File: src/rtl/vm_pkg.sv
// Shared types and constants for the vending-machine sequencing controller.
// Coin values, the controller state enum and the default balance width live here.
package vm_pkg;

    localparam int BAL_W_DEF  = 16;
    localparam int COIN_1000  = 1000;
    localparam int COIN_500   = 500;
    localparam int COIN_100   = 100;
    localparam int COIN_50    = 50;

    typedef enum logic [2:0] {
        ST_IDLE,
        ST_ADD,
        ST_VEND,
        ST_CHG,
        ST_SETTLE
    } state_t;

    // Value of a one-hot {1000, 500, 100, 50} coin selection; zero when nothing is selected.
    function automatic int coin_value(input logic [3:0] sel);
        int val;
        val = 0;
        if (sel[3]) val = COIN_1000;
        else if (sel[2]) val = COIN_500;
        else if (sel[1]) val = COIN_100;
        else if (sel[0]) val = COIN_50;
        return val;
    endfunction

endpackage

File: src/rtl/vm_change_sel.sv
// Picks the largest coin not exceeding the balance, as a one-hot {1000, 500, 100, 50} vector.
// Output is all-zero when the balance is below the smallest coin.
module vm_change_sel
    import vm_pkg::*;
#(
    parameter int BAL_W = BAL_W_DEF
) (
    input  logic [BAL_W-1:0] i_balance,
    output logic [3:0]       o_sel
);

    always_comb begin
        o_sel = 4'b0000;
        if (i_balance >= BAL_W'(COIN_1000))     o_sel = 4'b1000;
        else if (i_balance >= BAL_W'(COIN_500)) o_sel = 4'b0100;
        else if (i_balance >= BAL_W'(COIN_100)) o_sel = 4'b0010;
        else if (i_balance >= BAL_W'(COIN_50))  o_sel = 4'b0001;
    end

endmodule

File: src/rtl/vending_ctrl_fsm.sv
// Vending controller: converts coin/buy/return pulses into money-register strobes.
// Optional per-juice stock counting and EMPTY outputs are enabled by defining VM_STOCK_COUNT_EN.
module vending_ctrl_fsm
    import vm_pkg::*;
#(
    parameter int BAL_W   = BAL_W_DEF,
    parameter int MAX_BAL = 10000
`ifdef VM_STOCK_COUNT_EN
    ,
    parameter int STOCK_W    = 4,
    parameter int STOCK_INIT = 8
`endif
) (
    input  logic             i_clk,
    input  logic             i_rst,
    input  logic             i_coin_1000,
    input  logic             i_coin_500,
    input  logic             i_coin_100,
    input  logic             i_coin_50,
    input  logic             i_buy0,
    input  logic             i_buy1,
    input  logic             i_return,
    input  logic [BAL_W-1:0] i_balance,
    input  logic [BAL_W-1:0] i_juice0_price,
    input  logic [BAL_W-1:0] i_juice1_price,
    output logic             o_plus_1000,
    output logic             o_plus_500,
    output logic             o_plus_100,
    output logic             o_plus_50,
    output logic             o_minus_1000,
    output logic             o_minus_500,
    output logic             o_minus_100,
    output logic             o_minus_50,
    output logic             o_minus_juice,
    output logic             o_juice_kind,
    output logic             o_vend0,
    output logic             o_vend1,
    output logic             o_reject,
    output logic             o_busy
`ifdef VM_STOCK_COUNT_EN
    ,
    output logic             o_empty0,
    output logic             o_empty1
`endif
);

    state_t           r_state;
    state_t           w_state_next;
    logic             r_prev_chg;
    logic [3:0]       r_plus, r_minus;
    logic [3:0]       w_plus_next, w_minus_next;
    logic             r_minus_juice, r_kind, r_reject, r_busy;
    logic [1:0]       r_vend;
    logic             w_minus_juice_next, w_kind_next, w_reject_next;
    logic [1:0]       w_vend_next;
    logic [3:0]       w_coins, w_coin_sel, w_chg_sel;
    logic             w_coin_any, w_coin_ok, w_chg_any;
    logic [BAL_W:0]   w_coin_val;
    logic [1:0]       w_stock_ok, w_buy_ok;

    assign w_coins    = {i_coin_1000, i_coin_500, i_coin_100, i_coin_50};
    assign w_coin_any = |w_coins;

    always_comb begin
        w_coin_sel = 4'b0000;
        if (w_coins[3])      w_coin_sel = 4'b1000;
        else if (w_coins[2]) w_coin_sel = 4'b0100;
        else if (w_coins[1]) w_coin_sel = 4'b0010;
        else if (w_coins[0]) w_coin_sel = 4'b0001;
    end

    // One extra bit keeps BALANCE + coin from wrapping before the limit compare.
    assign w_coin_val = (BAL_W + 1)'(coin_value(w_coin_sel));
    assign w_coin_ok  = ({1'b0, i_balance} + w_coin_val) <= (BAL_W + 1)'(MAX_BAL);

    vm_change_sel #(.BAL_W(BAL_W)) u_change_sel (
        .i_balance (i_balance),
        .o_sel     (w_chg_sel)
    );
    assign w_chg_any = |w_chg_sel;

`ifdef VM_STOCK_COUNT_EN
    logic [STOCK_W-1:0] r_stock [2];

    always_ff @(posedge i_clk) begin
        for (int k = 0; k < 2; k++) begin
            if (i_rst)
                r_stock[k] <= STOCK_W'(STOCK_INIT);
            else if (w_vend_next[k] && (r_stock[k] != '0))
                r_stock[k] <= r_stock[k] - 1'b1;
        end
    end

    for (genvar gi = 0; gi < 2; gi++) begin : g_stock
        assign w_stock_ok[gi] = (r_stock[gi] != '0);
    end
    assign o_empty0 = ~w_stock_ok[0];
    assign o_empty1 = ~w_stock_ok[1];
`else
    assign w_stock_ok = 2'b11;
`endif

    assign w_buy_ok[0] = (i_balance >= i_juice0_price) && w_stock_ok[0];
    assign w_buy_ok[1] = (i_balance >= i_juice1_price) && w_stock_ok[1];

    always_ff @(posedge i_clk) begin
        if (i_rst) begin
            r_state       <= ST_IDLE;
            r_prev_chg    <= 1'b0;
            r_plus        <= '0;
            r_minus       <= '0;
            r_minus_juice <= 1'b0;
            r_kind        <= 1'b0;
            r_vend        <= '0;
            r_reject      <= 1'b0;
            r_busy        <= 1'b0;
        end else begin
            r_state       <= w_state_next;
            r_prev_chg    <= (r_state == ST_CHG);
            r_plus        <= w_plus_next;
            r_minus       <= w_minus_next;
            r_minus_juice <= w_minus_juice_next;
            r_kind        <= w_kind_next;
            r_vend        <= w_vend_next;
            r_reject      <= w_reject_next;
            r_busy        <= (w_state_next != ST_IDLE);
        end
    end

    always_comb begin
        w_state_next = r_state;
        case (r_state)
            ST_IDLE: begin
                if (i_return) begin
                    if (w_chg_any) w_state_next = ST_CHG;
                end else if (i_buy0) begin
                    if (w_buy_ok[0]) w_state_next = ST_VEND;
                end else if (i_buy1) begin
                    if (w_buy_ok[1]) w_state_next = ST_VEND;
                end else if (w_coin_any && w_coin_ok) begin
                    w_state_next = ST_ADD;
                end
            end
            ST_ADD, ST_VEND, ST_CHG: w_state_next = ST_SETTLE;
            // The change loop re-reads BALANCE here, after the last MINUS has landed.
            ST_SETTLE: w_state_next = (r_prev_chg && w_chg_any) ? ST_CHG : ST_IDLE;
            default:   w_state_next = ST_IDLE;
        endcase
    end

    always_comb begin
        w_plus_next        = '0;
        w_minus_next       = '0;
        w_minus_juice_next = 1'b0;
        w_kind_next        = r_kind;
        w_vend_next        = '0;
        w_reject_next      = 1'b0;
        case (r_state)
            ST_IDLE: begin
                if (i_return) begin
                    w_minus_next = w_chg_sel;
                end else if (i_buy0 || i_buy1) begin
                    if (w_buy_ok[i_buy0 ? 0 : 1]) begin
                        w_minus_juice_next       = 1'b1;
                        w_kind_next              = ~i_buy0;
                        w_vend_next[i_buy0 ? 0 : 1] = 1'b1;
                    end else begin
                        w_reject_next = 1'b1;
                    end
                end else if (w_coin_any) begin
                    if (w_coin_ok) w_plus_next = w_coin_sel;
                    else           w_reject_next = 1'b1;
                end
            end
            ST_SETTLE: begin
                w_reject_next = w_coin_any;
                if (r_prev_chg) w_minus_next = w_chg_sel;
            end
            default: w_reject_next = w_coin_any;
        endcase
    end

    assign {o_plus_1000, o_plus_500, o_plus_100, o_plus_50}     = r_plus;
    assign {o_minus_1000, o_minus_500, o_minus_100, o_minus_50} = r_minus;
    assign o_minus_juice = r_minus_juice;
    assign o_juice_kind  = r_kind;
    assign o_vend0       = r_vend[0];
    assign o_vend1       = r_vend[1];
    assign o_reject      = r_reject;
    assign o_busy        = r_busy;

endmodule
File: config.mk
export PLATFORM = sky130hd
export DESIGN_NAME = vending_ctrl_fsm
export DESIGN_NICKNAME = d
export VERILOG_FILES = /design/src/rtl/vm_pkg.sv /design/src/rtl/vm_change_sel.sv /design/src/rtl/vending_ctrl_fsm.sv
export SDC_FILE = /design/constraint.sdc
export NUM_CORES = 1
export LEC_CHECK = 0
export CORE_MARGIN = 8
export CORE_UTILIZATION = 25
export DETAILED_ROUTE_END_ITERATION = 8
export SLEW_MARGIN = 20
export SYNTH_ARGS = -nofsm -noshare
export SYNTH_HDL_FRONTEND = slang
export SYNTH_SLANG_ARGS = --single-unit
File: constraint.sdc
create_clock -name i_clk -period 5.95 [get_ports i_clk]
set_input_delay 1.4875 -clock i_clk [delete_from_list [all_inputs] [get_ports i_clk]]
set_output_delay 1.4875 -clock i_clk [all_outputs]
set_load 0.05 [all_outputs]
# == Yosys cells after proc, flatten, opt, wreduce, memory -nomap -nowiden ==
# Index checks and enable logic that the tools add are counted.
# totals
input_bits,57
memories,0
output_inout_bits,14
mem_bits_ro,0
regBits,18
latchBits,0
ramBits,0
# op_classes
div,0
muxes,37
n_mul,0
bitwise,7
n_addsub,1
shifts,0
n_lt_le_gt_ge,9
n_eq_ne,4
reduce_logical,13
# op_table
cell,count
16-bit greater-or-equal comparator,2
4-bit two-way mux,7
3-bit two-way mux,7
16-bit by 17-bit adder with 17-bit output,1
17-bit by 14-bit less-or-equal comparator with 1-bit output (second input constant),1
16-bit by 10-bit greater-or-equal comparator with 1-bit output (second input constant),1
16-bit by 6-bit greater-or-equal comparator with 1-bit output (second input constant),1
16-bit by 7-bit greater-or-equal comparator with 1-bit output (second input constant),1
16-bit by 9-bit greater-or-equal comparator with 1-bit output (second input constant),1
1-bit two-way mux,14
4-bit OR reduction,3
10-bit two-way mux,1
9-bit two-way mux,1
3-bit one-hot mux with 3 select lines,1
4-bit one-hot mux with 2 select lines,1
7-bit two-way mux,1
1-bit inverter,7
3-bit by 2-bit equality test with 1-bit output (second input constant),2
6-bit two-way mux,1
6-bit OR reduction,1
5-bit OR reduction,1
2-bit two-way mux,2
4-bit AND reduction,1
3-bit by 1-bit equality test with 1-bit output (second input constant),1
9 further kinds,11

# == Logic depth before layout (Yosys ltp) ==
# logic_depth
ltp_word,17
depth_mapped,16
ltp_nobuf,16

# == Hierarchy ==
# A second synthesis with hierarchy kept.
# unflattened
cells_unflattened,309
area_unflattened_um2,2344.7
# by_module_without_submodules
mod,cells_per_inst,area_per_inst_um2,n_inst
vending_ctrl_fsm,291,2234.6,1
vm_change_sel,18,110.1,1

# == Worst setup path before layout ==
# Ideal clock, no wire load.
# synth_path
path_type,input port to flip-flop
from,input i_coin_500
to,"register r_reject, in the netlist o_reject"
cell_stages,15
slack_ns,1.822
n_path_buf,0
arrival_time_ns,4.007
setup_ns,0.122
t_required_ns,5.828
path_cell_list,nor2_1 > inv_1 > nor2_1 > inv_1 > nor2_1 > inv_1 > ha_1 > and2_4 > a221oi_4 > nand2_2 > nor4_2 > o2111ai_1 > a21oi_1 > o21bai_2 > a221o_1
# synth_between
elab_chain_cells,13
elab_cells_between_ends,14
classes_between,add/sub: 1; order compare: 1; mux: 11; reduce/logical: 1
# synth_lines
item,line,source
"start, declared",vending_ctrl_fsm.sv:17,"input logic i_coin_500,"
4-bit two-way mux,vending_ctrl_fsm.sv:67,else if (w_coins[2]) w_coin_sel = 4'b0100;
4-bit two-way mux,vending_ctrl_fsm.sv:66,if (w_coins[3]) w_coin_sel = 4'b1000;
6-bit two-way mux,vm_pkg.sv:26,else if (sel[0]) val = COIN_50;
7-bit two-way mux,vm_pkg.sv:25,else if (sel[1]) val = COIN_100;
9-bit two-way mux,vm_pkg.sv:24,else if (sel[2]) val = COIN_500;
10-bit two-way mux,vm_pkg.sv:23,if (sel[3]) val = COIN_1000;
16-bit by 17-bit adder with 17-bit output,vending_ctrl_fsm.sv:74,"assign w_coin_ok = ({1'b0, i_balance} + w_coin_val) <= (BAL_W + 1)'(MAX_BAL);"
17-bit by 14-bit less-or-equal comparator with 1-bit output,vending_ctrl_fsm.sv:74,
1-bit two-way mux,vending_ctrl_fsm.sv:171,if (w_coin_ok) w_plus_next = w_coin_sel;
1-bit two-way mux,vending_ctrl_fsm.sv:170,end else if (w_coin_any) begin
1-bit two-way mux,vending_ctrl_fsm.sv:162,end else if (i_buy0 || i_buy1) begin
1-bit two-way mux,vending_ctrl_fsm.sv:160,if (i_return) begin
1-bit two-way mux *,vending_ctrl_fsm.sv:158,case (r_state)
"end signal, assigned",vending_ctrl_fsm.sv:125,r_reject <= w_reject_next;
"end, declared",vending_ctrl_fsm.sv:52,"logic r_minus_juice, r_kind, r_reject, r_busy;"
# Every way passes the cells marked *; elsewhere a longest branch is shown, timed or not.
# A chain may end at the register's enable or synchronous reset.

# == Worst setup path after layout ==
# layout_path
from,input i_coin_1000
to,"register r_reject, in the netlist o_reject"
# layout_between
elab_chain_cells,12
elab_cells_between_ends,13
classes_between,add/sub: 1; order compare: 1; mux: 10; reduce/logical: 1
# layout_lines
item,line,source
"start, declared",vending_ctrl_fsm.sv:16,"input logic i_coin_1000,"
4-bit two-way mux,vending_ctrl_fsm.sv:66,
6-bit two-way mux,vm_pkg.sv:26,
7-bit two-way mux,vm_pkg.sv:25,
9-bit two-way mux,vm_pkg.sv:24,
10-bit two-way mux,vm_pkg.sv:23,
16-bit by 17-bit adder with 17-bit output,vending_ctrl_fsm.sv:74,
17-bit by 14-bit less-or-equal comparator with 1-bit output,vending_ctrl_fsm.sv:74,
1-bit two-way mux,vending_ctrl_fsm.sv:171,
1-bit two-way mux,vending_ctrl_fsm.sv:170,
1-bit two-way mux,vending_ctrl_fsm.sv:162,
1-bit two-way mux,vending_ctrl_fsm.sv:160,
1-bit two-way mux *,vending_ctrl_fsm.sv:158,
# Marks and branches as above.

==> flow_summary.ini <==
[floorplanning]
initial_core_util_pct = 25.31
die_h_um = 111.8
design.core.area_um2 = 9065
die_width_um = 111.8
core.rowCount = 35
ios = 71
dieArea_um2 = 12500

[cts]
clkLatencyLatePin_ps = 250
path_clk_slew_ps = 60
cts_max_level = 1
cts_root_buf = clkbuf_8
clock_path_buffers = 2
cts_tree = yes
ctsResizeCount = 0
cts_buffers = 3
post_cts_buffers = 0
hold_buffers = 0
clkSinkCount = 18

[drt]
drt_iter0_markers = 99
via_per_inst = 5.098
wl_um = 7286
dr.pass1.iters = 4
dr_total_vias = 2442
antenna_left = 0
wire_per_inst_um = 15.21
post-route-drc-count = 0

[global_route]
grt_max_degree = 13
track_usage_pct = 11.45
grt_pass1_wl_um = 12030
grt_pass1_vias = 2538
grt_overflow = 0
antenna_found_initial = 0

[pwr]
powerDensity_nw_per_um2 = 140.3
power.total_w = 0.0004448
p_leak_nw = 1.345
irDropWorstVdd_mv = 0.07477

[timing]
post-route-period-util_pct = 80.88
rsz0062_at_grt = no
final_max_slew_viol_count = 0
setup_violations = 0
hold_violations = 0
tightest_slew_ps = 687.0
fin_setup_tns_ps = 0
layout_min_cycle_time_ps = 4812
slew_headroom_pct = 53.02
fin_skew_ps = 1.911
fmaxAchievable_mhz = 207.8

[synthesis]
ys_ff_latch = 18
ys_types = 64
synth_common_cells = inv_1 (43), ha_1 (41), nor2_1 (25)
synth-seq-area-share_pct = 15.70
ys.flop_type = dfxtp_1
syn_inst = 298
synth.avg_cell_area_um2 = 7.700
yosysMostFrequentCell = inv_1
synth_top_area_share_pct = 22.36
synth_mux_area_share_pct = 0.8724
synth_area_leaders = ha_1 (22%), dfxtp_1 (16%), inv_1 (7.0%)
synth-xor-area-share_pct = 1.908
synthArstFlopShare_pct = 0
synth-compound-area-share_pct = 25.25
synth_largest_area_cell = ha_1
ys_warn_count = 0
yosys.area_share.adder_pct = 23.23
synth_nets = 397
syn_area_um2 = 2295
synth-edff-count = 0
synth_top_family_by_area = compound AO/OA/AOI/OAI gates
synth_simple_gate_area_share_pct = 25.19

[final_layout]
multi_input_area_um2 = 1754
drive_above_1_share_pct = 5.163
fillerInstances = 935
areaGrowthSynthToFinish_pct = 38.17
antennaDiodeCount = 0
layout.nets = 468
seq_area_um2 = 360.3

[worst_setup_path]
timing.rr.start = r_state[0]
cp_cell_sequence = clkdlybuf4s50_1, nor2_1, inv_1, nor2_1, inv_1, nor2_1, inv_1, ha_1, and2_4, a221oi_4, nand2_2, nor4_2, o21bai_1, a32oi_1, o21bai_2, a221o_1
rr_endpoint = r_plus[1]
crit_arrival_ps = 4950
worst_setup_path_end_kind = register
critPathLaunchType = input port
critPathSlowestCell = clkdlybuf4s50_1
reg2reg_slack_ps = 3970
path_delay_family = compound AO/OA/AOI/OAI gates
ff2ff_path_depth = 7
cp.buffers_inverters = 4
critPathMaxFanout = 7
cp_slowest_stage_delay_ps = 520
path_class = in -> reg
crit_required_ps = 6090

[worst_hold_path]
hold_start = r_state[1]
min_to = r_prev_chg
worst_hold_path.num_cells = 2
min_path_type = reg -> reg

[place]
numPortBuffers = 70
dp_hpwl_um = 6211
place_congestion = 0.8951

[job]
drv_cap = 0

[outcome]
status = completed
[where the power goes]
part / switching (W) / internal, W / leakage (nW)
logic: 0.000118 / 0.0000989 / 1.17
clock network: 0.0000380 / 0.0000587 / 0.0288
registers: 0.00000375 / 0.000127 / 0.147
[placed cells by master, fill, tap and decap left out, types with 3 or more instances in the layout]
cell and n:
ha_1 41, inv_1 43, nor2b_1 4, nand2_1 16, o21ai_1 3, clkdlybuf4s50_1 70
nor2_1 25, nand2b_1 6, a211oi_1 5, clkbuf_8 4, a21o_1 3, nand3_1 7
o21ai_0 14, nor3_1 11, dfxtp_1 18, o2111ai_1 3, xnor2_1 3, nor4_1 4
o211ai_1 3, nand4_1 3, nor3b_1 5, a21oi_1 19
[per-stage QoR]
step,cell area (um^2),hold slack (ps),util [%],std cells,setup WS [ps]
6_report,3171,435.1,34.98,479,1138
5_1_grt,3171,468.7,34.98,479,805.3
4_1_cts,3171,436.1,34.98,479,1161
3_5_place_dp,3115,425.0,34.37,475,894.4
3_3_place_gp,3115,419.1,34.37,475,1008
2_1_floorplan,2295,409.4,-,298,1822
[state kept, by name, indices dropped and copies added (netlist names)]
| signal | flops |
|---|---|
| r_minus | 4 |
| r_plus | 4 |
| r_state | 3 |
| r_vend | 2 |
| o_busy | 1 |
| o_juice_kind | 1 |
| o_minus_juice | 1 |
| o_reject | 1 |
| r_prev_chg | 1 |
[layout make-up]
cell class | count | area share, %
sequential | 18 | 11.37
timing repair buffer | 70 | 22.10
tap | 111 | 4.380
inverter | 43 | 5.091
multi-input combinational | 233 | 55.33
clock buffer | 4 | 1.736
[worst max path at each step]
stage | from | cells after the start | slack (ps) | end
after global placement | i_coin_1000 | 16 | 1010 | r_state[0]
after global routing | i_coin_1000 | 17 | 810 | o_reject
after CTS | i_coin_1000 | 16 | 1160 | o_reject
after detailed placement | i_coin_1000 | 16 | 890 | o_reject
final | i_coin_1000 | 16 | 1140 | o_reject
after floorplan | i_coin_500 | 15 | 1820 | o_reject
[layer usage]
metal	part of all wire [%]	GRT usage, %	wire [um]	vias up
met4	1.8	2.461	130	0
met2	51	21.85	3734	58
met1	43	13.08	3120	1136
li1	-	-	-	1233
met3	4.1	1.569	301	15
met5	0	0	0	-
[tightest hold or removal path: cells and delay by family (launching register included)]
family	cells	cell delay, ps
simple gates	2	90
flops	1	300
[cells by family (layout without fill, tap and decap cells)]
group,after synthesis,after routing
xor gates and xnor gates,5,5
AOI/OAI and AO/OA,80,80
and+or+nand+nor,104,104
adders and majority gates,42,42
muxes,2,2
buffers and inverters,47,117
DFF,18,18
No activity file was read; power rests on OpenSTA's default activity.
